[src/rtl/inst_fetch_buffer.sv]
// rtl/inst_fetch_buffer.sv - instruction fetch responder over a 2-entry direct-mapped word buffer
module inst_fetch_buffer #(
  parameter int ADDR_W = 64
) (
  input  logic              clk,
  input  logic              rst_n,
  input  logic [ADDR_W-1:0] pc,
  output logic              inst_valid,
  output logic              inst_comp,
  output logic [31:0]       inst,
  output logic              request,
  output logic [ADDR_W-1:0] req_addr,
  input  logic              resp_valid,
  input  logic [63:0]       resp_data
);

  typedef enum logic {IDLE, WAIT} state_e;

  state_e              state_q, state_d;
  logic [ADDR_W-1:0]   req_addr_q, req_addr_d;
  logic [1:0]          valid_q;
  logic [ADDR_W-5:0]   tag_q [2];
  logic [63:0]         data_q [2];

  logic [ADDR_W-1:0]   word_addr, next_addr;
  logic                idx_lo, idx_hi;
  logic [1:0]          half;
  logic [15:0]         lo, hi;
  logic                lo_hit, hi_hit, comp, straddle, fill;
  logic                unused_pc0;

  assign unused_pc0 = pc[0];
  assign word_addr  = {pc[ADDR_W-1:3], 3'b000};
  // Wraps modulo 2^ADDR_W, so the top word straddles into word 0.
  assign next_addr  = word_addr + ADDR_W'(8);
  assign idx_lo     = word_addr[3];
  assign idx_hi     = next_addr[3];
  assign half       = pc[2:1];

  assign lo       = data_q[idx_lo][{half, 4'b0000} +: 16];
  assign hi       = data_q[idx_hi][15:0];
  assign lo_hit   = valid_q[idx_lo] && (tag_q[idx_lo] == word_addr[ADDR_W-1:4]);
  assign hi_hit   = valid_q[idx_hi] && (tag_q[idx_hi] == next_addr[ADDR_W-1:4]);
  assign comp     = (lo[1:0] != 2'b11);
  assign straddle = !comp && (half == 2'd3);

  assign inst_valid = lo_hit && (!straddle || hi_hit);
  assign inst_comp  = comp;
  assign inst       = comp ? {16'h0000, lo} : {hi, lo};
  assign request    = (state_q == WAIT);
  assign req_addr   = req_addr_q;

  always_comb begin
    state_d    = state_q;
    req_addr_d = req_addr_q;
    fill       = 1'b0;
    case (state_q)
      IDLE: begin
        if (!lo_hit) begin
          req_addr_d = word_addr;
          state_d    = WAIT;
        end else if (straddle && !hi_hit) begin
          req_addr_d = next_addr;
          state_d    = WAIT;
        end
      end
      WAIT: begin
        if (resp_valid) begin
          fill    = 1'b1;
          state_d = IDLE;
        end
      end
      default: state_d = IDLE;
    endcase
  end

  always_ff @(posedge clk) begin
    if (!rst_n) begin
      state_q    <= IDLE;
      req_addr_q <= '0;
      valid_q    <= 2'b00;
    end else begin
      state_q    <= state_d;
      req_addr_q <= req_addr_d;
      if (fill) begin
        valid_q[req_addr_q[3]] <= 1'b1;
      end
    end
  end

  // Tags and data are qualified by valid_q, so they need no reset.
  always_ff @(posedge clk) begin
    if (rst_n && fill) begin
      tag_q[req_addr_q[3]]  <= req_addr_q[ADDR_W-1:4];
      data_q[req_addr_q[3]] <= resp_data;
    end
  end

endmodule

[config.mk]
export PLATFORM = sky130hd
export DESIGN_NAME = inst_fetch_buffer
export DESIGN_NICKNAME = d
export VERILOG_FILES = /design/src/rtl/inst_fetch_buffer.sv
export SDC_FILE = /design/constraint.sdc
export NUM_CORES = 1
export LEC_CHECK = 0
export ABC_AREA = 1
export CORE_MARGIN = 2
export CORE_UTILIZATION = 50
export CTS_CLUSTER_DIAMETER = 60
export DETAILED_ROUTE_END_ITERATION = 8
export PLACE_DENSITY = 0.84
export RECOVER_POWER = 100
export SETUP_SLACK_MARGIN = 0.4
export SKIP_CTS_REPAIR_TIMING = 1
export SLEW_MARGIN = 5
export SYNTH_ARGS = -nofsm -noshare
export SYNTH_HDL_FRONTEND = slang
export SYNTH_SLANG_ARGS = --single-unit
[constraint.sdc]
create_clock -name clk -period 19.64 [get_ports clk]
set_input_delay 3.928 -clock clk [delete_from_list [all_inputs] [get_ports clk]]
set_output_delay 3.928 -clock clk [all_outputs]
set_load 0.005 [all_outputs]
# Yosys cells after proc, flatten, opt, wreduce, memory -nomap -nowiden
# Memories as Yosys holds them, arrays and structs flattened.
# Cells that the tools add are included.
op_classes:
  add_sub_neg: 1
  multipliers: 0
  div: 0
  order_cmp: 4
  eq_ne: 5
  n_shift: 1
  mux: 17
  n_bitwise: 2
  reduce_logical: 12
op_table:
  columns: ["cell", "count"]
  rows:
  - ["two-way mux 64 bit", 2]
  - ["== test 60 bit", 2]
  - ["adder 64 x 4 -> 64 bit, second input constant", 1]
  - ["indexed part select 64 x 7 -> 16 bit", 1]
  - ["two-way mux 32 bit", 1]
  - ["two-way mux 1 bit", 12]
  - ["logical AND 1 bit", 7]
  - ["< comparator 1 x 2 -> 1 bit, second input constant", 3]
  - ["zero test 1 bit", 3]
  - ["== test 2 bit, second input constant", 1]
  - ["inequality test 2 x 1 -> 1 bit, second input constant", 1]
  - ["inequality test 2 bit, second input constant", 1]
  - ["OR 2 bit", 1]
  - ["case mux 1 bit (2 select lines)", 1]
  - ["AND reduction 2 bit", 1]
  - ["demux 1 bit (select 1 bit)", 1]
  - ["greater-or-equal comparator 1 bit, second input constant", 1]
  - ["logical OR 1 bit", 1]
  - ["NOT 1 bit", 1]
word_totals:
  regBits: 67
  latchBits: 0
  mem_bits_rw: 248
  mem_bits_ro: 0
  inputBits: 131
  mem_count: 2
mem_list:
  columns: ["memory", "words", "word_bits", "read_ports", "rd_clocked_by_memory_dff", "write_ports", "line_no", "source"]
  rows:
  - ["data_q", 2, 64, 2, 0, 1, "23", "logic [63:0] data_q [2];"]
  - ["tag_q", 2, 60, 2, 0, 1, "22", "logic [ADDR_W-5:0] tag_q [2];"]

# Longest topological paths before layout
depth:
  word_depth: 9
  depth_mapped: 24

# Worst setup path after synthesis
# No wires, ideal clock.
synth_path:
  path_kind: "input to register"
  start: "in rst_n"
  end: "mem data_q[0][0], enable pin"
  setup_ns: 0.609
  arrival_ns: 9.471
  path_slack_ns: 9.561
  path_stages: 3
  n_path_buf: 1
  path_cell_list: "clkbuf_1 -> nand2_1 -> nor2_1"
synth_between:
  elab_chain_cells: 3
synth_lines:
  columns: ["element", "line_no", "source"]
  rows:
  - ["start, declared", "6", "input logic rst_n,"]
  - ["logical AND 1 bit", "93", "if (rst_n && fill) begin"]
  - ["two-way mux 1 bit", "93", null]
  - ["two-way mux 1 bit (not written as such)", "95", "data_q[req_addr_q[3]] <= resp_data;"]
  - ["end, declared", "23", null]
# Every way passes these cells.

# Worst setup path in the final report
layout_path:
  start: "in pc[3]"
  end: "out inst_valid"
layout_between:
  elab_chain_cells: 8
layout_lines:
  columns: ["element", "line_no", "source"]
  rows:
  - ["start, declared", "7", "input logic [ADDR_W-1:0] pc,"]
  - ["branches (longest 7 deep; another with adder 64 x 4 -> 64 bit)", null, null]
  - ["logical AND 1 bit (*)", "47", "assign inst_valid = lo_hit && (!straddle || hi_hit);"]
  - ["end, declared", "8", "output logic inst_valid,"]
# Every way passes the cells marked *. The select of a mux whose other input is x is not followed.

==> flow_summary.toml <==
[die]
dieHeight_um = 198
pin_count = 230
die_x_um = 198
dieArea_um2 = 39200
core_um2 = 37400
rows = 71
initial_core_util_pct = 50.4

[setup_path]
slowest_delay_ps = 2280
worstPathMaxFanout = 143
startpoint = "pc[3]"
required_ps = 15710
worst_path_max_delay_cell = "clkbuf_1"
cp_common_cell = "nand2_1"
cp-start-kind = "input pin"
reg2reg_setup_slack_ps = 12390
rr_endpoint = "data_q[1][19]$_DFFE_PP_"
cp_cell_sequence = "clkbuf_8 > inv_1 > clkbuf_1 > o21ai_0 > a31oi_1 > nand2_1 > nor3_1 > nand2_1 > nand2_1 > inv_1 > clkdlybuf4s50_1"
r2r_start = "request$_SDFF_PN0_"
end_kind = "output port"
arrival_ps = 10960
r2r_cells = 6
path_class = "in -> out"

[global_route]
grt_usage_pct = 33.6
grt_pass1_wl_um = 97300
overflow = 0
grt_pass1_vias = 16616
grt_antenna_before_repair = 1
grt_max_degree = 144

[synth]
synth_area_per_cell_um2 = 7.51
synth_cells = 2507
yosys_warnings = 0
ys.flop_type = "edfxtp_1"
syn_area_um2 = 18800
synth_area_leaders = "edfxtp_1 (40%), nand2_1 (15%), dfxtp_1 (6.8%), nor2_1 (6.7%), o21ai_0 (5.9%)"
yosys_register_bits = 312
synth_common_cells = "nand2_1 (756), nor2_1 (337), inv_1 (249), edfxtp_1 (248), o21ai_0 (222)"
yosysTopAreaCellShare_pct = 39.5
async_flop_share_pct = 0
synth_edf_count = 248
yosysSeqAreaShare_pct = 46.3
ys_types = 44
yosysMostFrequentCell = "nand2_1"
post-synth-top-area-cell = "edfxtp_1"

[final_layout]
synthToLayoutAreaGrowth_pct = 18.8
ff_latch_area_um2 = 8730
drive_gt1_share_pct = 6.92
finalInstanceArea_um2 = 22400
multi_input_area_um2 = 8550
nNetsFinal = 2797
fillCellCount = 3276

[cts]
htreeDepth = 2
cts_buffers = 35
cts_tree = "yes"
cts_buffer_depth = 3
root_buffer = "clkbuf_16"
cts_sinks = 312
cts.clk_slew.worst_paths_ps = 60
clock_latency_ps = 570

[worst_hold_path]
min_path_type = "reg -> reg"
worst_hold_startpoint = "valid_q[0]$_SDFFE_PN0P_"
timing.hold.worst_endpoint = "valid_q[0]$_SDFFE_PN0P_"
worstHoldPathCells = 2

[sta]
setup_tns_ps = 0
finalSetupViolations = 0
fin_skew_ps = 23.7
period_share_pct = 75.8
relSlewSlack_pct = -219
layout_min_cycle_time_ps = 14880
drv_slew = 557
worstMarginPinSlew_ps = 4780
hold_viol = 0
fmax_mhz = 67.2
rsz0062_at_grt = "no"

[routing]
ant_nets = 0
drtPass1Iterations = 5
drc_errors = 0
viasPerCell = 5.50
wirelength_um = 66000
vias = 17607
drt_iter0_markers = 1483
routedWlPerCell_um = 20.6

[pwr]
netSwitchingFraction_pct = 26.4
design_power_total_uw = 1660
power.switching_uw = 439
vdd.ir_drop.worst_mv = 0.0918
seqPwrFrac_pct = 45.4
pwr-share-comb_pct = 14.6
power_frac_clock_pct = 40.0
p_leak_uw = 0.00955
power_density_nw_per_um2 = 74.2
p_int_uw = 1220

[outcome]
status = "finished with violations"
violations = "capacitance limit, slew limit"

[place]
place.gp.congestion = 0.973
post_dp_cell_area_um2 = 21300
io_buffers = 225
place_hpwl_um = 49300

[job]
maxCapViolCount = 9
registers in the layout (all words and copies together), names as in the netlist:
| register | flops |
|---|---|
| data_q | 128 |
| req_addr | 61 |
| request | 1 |
| tag_q | 120 |
| valid_q | 2 |
logic make-up after synthesis:
logic type	synth area share, %
multiplexers	0.266
buffers and inverters	8.35
XOR/XNOR	2.45
AND/OR/NAND/NOR	31.9
flip-flops	46.3
AO/OA/AOI/OAI	10.6
adder cells (fa/ha/maj)	0.0664
other	0.0199
critical path, delay by kind of cell:
kind                   cells  cell delay (ps)
AND/OR/NAND/NOR            4             1760
AO/OA/AOI/OAI              2              880
buffers and inverters      5             4290
worst max-delay path by stage:
stage / to
2_1_floorplan: data_q[0][0]$_DFFE_PP_
6_report: inst_valid
5_1_grt: inst_valid
3_5_place_dp: inst_valid
4_1_cts: inst_valid
3_3_place_gp: inst_valid
power groups by stage:
stage               clock network (uW)  logic [uW]  registers [uW]
floorplan                            0         131             765
global placement                     0         242             764
detailed placement                   0         246             766
CTS                                672         249             752
global route                       695         265             755
finish                             664         243             753
layer usage:
metal	vias to the layer above	wire length, um	track usage [%]
li1	8494	-	-
met1	8230	27100	43.1
met2	754	30900	56.3
met3	129	5340	5.91
met4	0	2660	13.9
met5	-	0	0
area by class of cell:
type | instances | share of cell area, %
multi-input combinational | 1819 | 38.2
clock inverter | 14 | 0.805
antenna | 2 | 0.0224
sequential | 312 | 39.0
clock buffer | 47 | 4.34
inverter | 255 | 4.29
tap | 511 | 2.86
timing repair buffer | 242 | 10.5
cell usage in the layout (no fill, tap or decap), types with 25 or more instances in the layout:
cell type        instances
xor2_1                  33
clkdlybuf4s50_1         64
nand2_1                756
o21ai_0                222
or2_2                   33
dfxtp_1                 64
a21oi_1                 25
nand3_1                177
edfxtp_1               248
nor2_1                 335
clkbuf_16               35
inv_1                  250
nand4_1                 40
dlygate4sd3_1          159
a21oi_2                 57
stage by stage:
step	worst slack, ps	hold slack (ps)	std cells	util, %
6_report	4760	477	3202	59.8
5_1_grt	4210	489	3201	59.8
4_1_cts	7220	479	3200	59.9
3_5_place_dp	7230	464	3139	56.9
3_3_place_gp	7340	459	3139	56.9
2_1_floorplan	9560	441	2509	-
(Power assumes the default switching activity.)
